`config.mk`:
```
export PLATFORM = sky130hd
export DESIGN_NAME = glyph_streamer
export DESIGN_NICKNAME = d
export VERILOG_FILES = /design/src/rtl/glyph_pkg.sv /design/src/rtl/column_fifo.sv /design/src/rtl/glyph_streamer.sv
export SDC_FILE = /design/constraint.sdc
export NUM_CORES = 1
export LEC_CHECK = 0
export BUFFER_PORTS_ARGS = -buffer_cell sky130_fd_sc_hd__buf_2
export CAP_MARGIN = 5
export CORE_AREA = 2 2 74 76
export DETAILED_ROUTE_END_ITERATION = 10
export DIE_AREA = 0 0 76 78
export GPL_TIMING_DRIVEN = 0
export PLACE_DENSITY_LB_ADDON = 0.1
export SKIP_CTS_REPAIR_TIMING = 1
export SLEW_MARGIN = 20
export SYNTH_ARGS = -nofsm -noshare
export SYNTH_HDL_FRONTEND = slang
export SYNTH_HIERARCHICAL = 1
export SYNTH_SLANG_ARGS = --single-unit
```
`constraint.sdc`:
```
create_clock -name clk -period 2.4 [get_ports clk]
set_input_delay 0.24 -clock clk [delete_from_list [all_inputs] [get_ports clk]]
set_output_delay 0.24 -clock clk [all_outputs]
set_load 0.02 [all_outputs]
```
`src/rtl/glyph_pkg.sv`:
```
// Shared definitions for the glyph streamer: column width, output FSM states
// and the {column, last} FIFO entry format.
package glyph_pkg;

  localparam int COL_W = 3;

  typedef logic [1:0] state_t;
  localparam state_t IDLE = 2'd0;
  localparam state_t EMIT = 2'd1;
  localparam state_t SEP  = 2'd2;

  localparam logic [COL_W-1:0] BLANK_COL = '0;

  typedef struct packed {
    logic [COL_W-1:0] col;
    logic             is_last;
  } entry_t;

endpackage

```
`src/rtl/column_fifo.sv`:
```
// Synchronous FIFO of packed glyph columns with a last-of-glyph flag.
// Read data is the current head entry, valid whenever the FIFO is not empty.
module column_fifo
  import glyph_pkg::*;
#(
  parameter int DEPTH = 8
) (
  input  logic                   clk,
  input  logic                   restart,
  input  logic                   push_i,
  input  logic                   pop_i,
  input  entry_t                 wdata_i,
  output entry_t                 rdata_o,
  output logic [$clog2(DEPTH):0] count_o,
  output logic                   full_o,
  output logic                   empty_o
);

  localparam int AW = $clog2(DEPTH);
  localparam int CW = AW + 1;

  entry_t          mem_q [DEPTH];
  logic [AW-1:0]   wr_ptr_q, rd_ptr_q;
  logic [CW-1:0]   count_q, count_d;
  logic            do_push, do_pop;

  assign full_o  = (count_q == CW'(DEPTH));
  assign empty_o = (count_q == '0);
  assign do_push = push_i && !full_o;
  assign do_pop  = pop_i && !empty_o;
  assign count_d = count_q + CW'(do_push) - CW'(do_pop);
  assign count_o = count_q;
  assign rdata_o = mem_q[rd_ptr_q];

  // Pointers wrap naturally because DEPTH is a power of two.
  always_ff @(posedge clk) begin
    if (restart) begin
      wr_ptr_q <= '0;
      rd_ptr_q <= '0;
      count_q  <= '0;
    end else begin
      if (do_push) wr_ptr_q <= wr_ptr_q + AW'(1);
      if (do_pop)  rd_ptr_q <= rd_ptr_q + AW'(1);
      count_q <= count_d;
    end
  end

  always_ff @(posedge clk) begin
    if (do_push) mem_q[wr_ptr_q] <= wdata_i;
  end

endmodule

```
`src/rtl/glyph_streamer.sv`:
```
// Packs a serial pixel stream into 3-bit columns, buffers them, and replays
// each complete glyph gap-free on bits followed by one blank separator cycle.
module glyph_streamer
  import glyph_pkg::*;
#(
  parameter int DEPTH = 8
) (
  input  logic             clk,
  input  logic             restart,
  input  logic             pixel,
  input  logic             pixel_valid,
  input  logic             pixel_last,
  output logic             pixel_ready,
  output logic [COL_W-1:0] bits,
  output logic             col_valid
);

  localparam int CW = $clog2(DEPTH) + 1;

  logic [CW-1:0]    fifo_count;
  logic             fifo_full, fifo_empty;
  entry_t           head, push_entry;
  logic             accept, push, pop, take;

  logic [1:0]       pix_cnt_q, pix_cnt_d;
  logic [COL_W-1:0] partial_q, partial_d, col_w;
  logic [CW-1:0]    glyph_count_q, glyph_count_d;
  state_t           state_q, state_d;
  logic [COL_W-1:0] bits_q, bits_d;
  logic             col_valid_q, col_valid_d;
  logic             shown_last_q, shown_last_d;

  assign pixel_ready = (fifo_count < CW'(DEPTH));
  assign accept      = pixel_valid && pixel_ready;
  assign bits        = bits_q;
  assign col_valid   = col_valid_q;

  // Pixel k of a column lands in bit 2-k; a short final column keeps zeros below.
  always_comb begin
    col_w = partial_q;
    case (pix_cnt_q)
      2'd0:    col_w[2] = pixel;
      2'd1:    col_w[1] = pixel;
      default: col_w[0] = pixel;
    endcase
    push       = accept && (pix_cnt_q == 2'd2 || pixel_last);
    push_entry = '{col: col_w, is_last: pixel_last};
    partial_d  = partial_q;
    pix_cnt_d  = pix_cnt_q;
    if (push) begin
      partial_d = BLANK_COL;
      pix_cnt_d = 2'd0;
    end else if (accept) begin
      partial_d = col_w;
      pix_cnt_d = pix_cnt_q + 2'd1;
    end
  end

  column_fifo #(.DEPTH(DEPTH)) u_fifo (
    .clk     (clk),
    .restart (restart),
    .push_i  (push),
    .pop_i   (pop),
    .wdata_i (push_entry),
    .rdata_o (head),
    .count_o (fifo_count),
    .full_o  (fifo_full),
    .empty_o (fifo_empty)
  );

  // Output defaults to blank/IDLE; take pops the head into the bits register.
  always_comb begin
    take         = 1'b0;
    state_d      = IDLE;
    bits_d       = BLANK_COL;
    col_valid_d  = 1'b0;
    shown_last_d = 1'b0;
    case (state_q)
      IDLE: take = (glyph_count_q != '0) || fifo_full;
      EMIT: begin
        if (shown_last_q) state_d = SEP;
        else              take    = !fifo_empty;
      end
      SEP:  take = (glyph_count_q != '0);
      default: take = 1'b0;
    endcase
    pop = take;
    if (take) begin
      state_d      = EMIT;
      bits_d       = head.col;
      col_valid_d  = 1'b1;
      shown_last_d = head.is_last;
    end
    glyph_count_d = glyph_count_q + CW'(push && pixel_last) - CW'(pop && head.is_last);
  end

  always_ff @(posedge clk) begin
    if (restart) begin
      pix_cnt_q     <= 2'd0;
      partial_q     <= BLANK_COL;
      glyph_count_q <= '0;
      state_q       <= IDLE;
      bits_q        <= BLANK_COL;
      col_valid_q   <= 1'b0;
      shown_last_q  <= 1'b0;
    end else begin
      pix_cnt_q     <= pix_cnt_d;
      partial_q     <= partial_d;
      glyph_count_q <= glyph_count_d;
      state_q       <= state_d;
      bits_q        <= bits_d;
      col_valid_q   <= col_valid_d;
      shown_last_q  <= shown_last_d;
    end
  end

endmodule

```
==> results_dict.tcl <==
set metrics [dict create \
    grtUsageTotal_pct 18.0 \
    core_sq_um 5040 \
    r2r_slack_ps -190 \
    dr.pass1.iters 4 \
    final_util_pct 64.6 \
    fp.dieArea_sq_um 5930 \
    final_hold_viol_count 0 \
    min_path_cells 1 \
    total_power_mw 3.98 \
    finalCritPeriodShare_pct 108 \
    min_path_type "primary input to flop" \
    drv_slew 0 \
    clock_latency_ps 330 \
    grt_pass1_wl_microns 7990 \
    clock.fmax_mhz 386 \
    endpoint_kind "flop" \
    irDropWorstVdd_uv 640 \
    ys_seq_area_share_pct 56.5 \
    clockBufferDepth 2 \
    cts.clk_slew.worst_paths_ps 60 \
    io_buffer_count 9 \
    worst_slew_pin_slew_ps 691 \
    syn_nets 232 \
    critPathLaunchType "flop" \
    design_area_sq_um 3260 \
    wl_per_cell_microns 15.4 \
    yosys_register_bits 60 \
    placed_cells 289 \
    die-width_microns 76 \
    skew_ps 4.50 \
    worstRegToRegCells 12 \
    avgSynthCellArea_sq_um 12.8 \
    post-place-ws_ps -372 \
    setup_viol 4 \
    final.setup.tns_ps -456 \
    synthCells 210 \
    clkSinkCount 60 \
    outcome "finished with violations" \
    cts_root_buf "clkbuf_8" \
    globalplace.congestion 0.734 \
    final_cell_mix "32 x edfxtp_1, 24 x dfxtp_1, 20 x nor2_1" \
    wl_microns 4900 \
    period_minus_slack_ps 2590 \
    area_growth_pct 20.9 \
    crit_chain "inv_2, ha_1, or3b_4, a221oi_4, inv_1, nor2b_1, buf_4, xnor2_2, ha_2, inv_2, fa_2, nor2_2" \
    diodes 0 \
    io_pins 10 \
    drc 0 \
    die_y_microns 78 \
    synthDistinctLibCells 33 \
    critPathMostFrequentCell "inv_2" \
    syn_area_sq_um 2700 \
    power.density_nw_per_um2 1220 \
    antenna_found_initial 0 \
    path_class "flop to flop" \
    drtIter0Drc 155 \
    max_stage_delay_ps 520 \
    crit_slowest_cell "fa_2" \
    vias 1641 \
    p_leak_nw 1.21 \
    violations "setup timing" \
    grt_max_degree 11 \
    grt-ovfl-total 0 \
    rows 26 \
    viasPerCell 5.14 \
    grt_setup_unrepaired "true" \
    cts_tree "yes" \
    cp_max_fo 5 \
    drive_above_1_share_pct 32.5 \
    place_area_sq_um 2850 \
    cp.arrival_ps 2790 \
    required_ps 2600 \
    mostFrequentLayoutCell "edfxtp_1" \
    cts-buffers-inserted 9 \
    dp_hpwl_microns 3450 \
    fin_hold_ws_ps 277 \
    fin_ws_ps -192 \
    fin_cells 319 \
    final_net_count 266 \
    grt_pass1_vias 1610 \
    ant_nets 0 \
    drv_cap 0 \
    htreeDepth 3 \
    maxSlewHeadroom_pct 53.6 \
    yosys_warnings 6 \
    initial_utilization_pct 53.4 \
]
path summary, 6_finish.rpt:
check / start / end
setup / recovery: glyph_count_q[2]$_SDFF_PP0_ / u_fifo/count_o[1]$_SDFF_PP0_
hold / removal: pixel_last / u_fifo/mem_q[6][0]$_DFFE_PP_
setup reg to reg: glyph_count_q[2]$_SDFF_PP0_ / u_fifo/count_o[1]$_SDFF_PP0_
hold reg to reg: pix_cnt_q[1]$_SDFFE_PP0P_ / pix_cnt_q[1]$_SDFFE_PP0P_
report_power, final:
part           switching, mW  leakage [nW]  total, mW  internal (mW)
Sequential             0.117         0.523       1.39           1.27
Combinational          0.778         0.592       1.70          0.921
Clock                  0.356        0.0979      0.894          0.539
flip-flops by register name, indices dropped and copies added, names as in the netlist, named ones only:
name / cells
glyph_count_q: 4
u_fifo/mem_q: 32
bits: 3
u_fifo/rd_ptr_q: 3
shown_last_q: 1
u_fifo/count_o: 4
u_fifo/wr_ptr_q: 3
pix_cnt_q: 2
state_q: 2
partial_q: 3
layout make-up:
type | instances | area [sq um]
fillers | 380 | 1780
flip-flops and latches | 60 | 1530
multi-input cells | 126 | 1180
repair buffers | 24 | 161
clock buffers | 15 | 166
plain buffers | 5 | 33.8
inverters | 18 | 75.1
well taps | 70 | 87.6
clock inverters | 1 | 30.0
logic make-up (layout without fill, tap and decap cells):
group / after synthesis / count (layout) / share of synthesized area, %
AND/OR/NAND/NOR: 67 / 67 / 13.2
flip-flops: 60 / 60 / 56.5
buffers and inverters: 24 / 63 / 3.67
AO/OA/AOI/OAI: 20 / 20 / 4.97
multiplexers: 19 / 19 / 12.3
adder cells (fa/ha/maj): 17 / 17 / 8.45
XOR/XNOR: 3 / 3 / 0.975
metal layers:
metal	part of all wire (%)	wire, microns	vias to the layer above	GRT usage, %
li1	-	-	819	-
met2	51	2490	24	30.5
met1	45	2210	790	22.2
met5	0	0	-	0
met3	2.4	116	8	3.26
met4	1.8	90	0	9.27
synth_stat cells:
| master | n | area share, % |
|---|---|---|
| buf_6 | 1 | 0.42 |
| dfxtp_1 | 28 | 21 |
| ha_1 | 15 | 7.0 |
| mux2_2 | 8 | 3.3 |
| nand3_1 | 4 | 0.74 |
| nor4b_1 | 1 | 0.33 |
| a211oi_1 | 1 | 0.28 |
| xnor2_1 | 1 | 0.33 |
| xor2_1 | 2 | 0.65 |
| a21oi_1 | 11 | 2.0 |
| mux4_1 | 8 | 7.8 |
| buf_2 | 1 | 0.19 |
| a31o_2 | 2 | 0.65 |
| nor3b_2 | 1 | 0.46 |
| nand2_1 | 10 | 1.4 |
| o21bai_1 | 1 | 0.28 |
| or3b_4 | 1 | 0.42 |
| nand2b_1 | 7 | 1.6 |
| nor3b_1 | 4 | 1.1 |
| or3_1 | 3 | 0.70 |
| edfxtp_1 | 32 | 36 |
| nor2b_1 | 6 | 1.4 |
| o21ai_0 | 4 | 0.74 |
| mux2i_1 | 3 | 1.1 |
| a221oi_4 | 1 | 0.98 |
| nor2_1 | 23 | 3.2 |
| nor3_1 | 4 | 0.74 |
| nor4b_2 | 1 | 0.56 |
| clkbuf_1 | 4 | 0.56 |
| fa_1 | 2 | 1.5 |
| or3b_1 | 1 | 0.33 |
| inv_1 | 18 | 2.5 |
| and2_1 | 1 | 0.23 |
worst max-delay path: cells and delay by family (launching register included):
kind            cells  cell delay [ps]
xor+xnor            1              120
buf+inv             4              350
compound gates      1              270
flops               1              310
fa+ha+maj           3              860
simple gates        3              560
No activity file was read; power rests on OpenSTA's default activity.
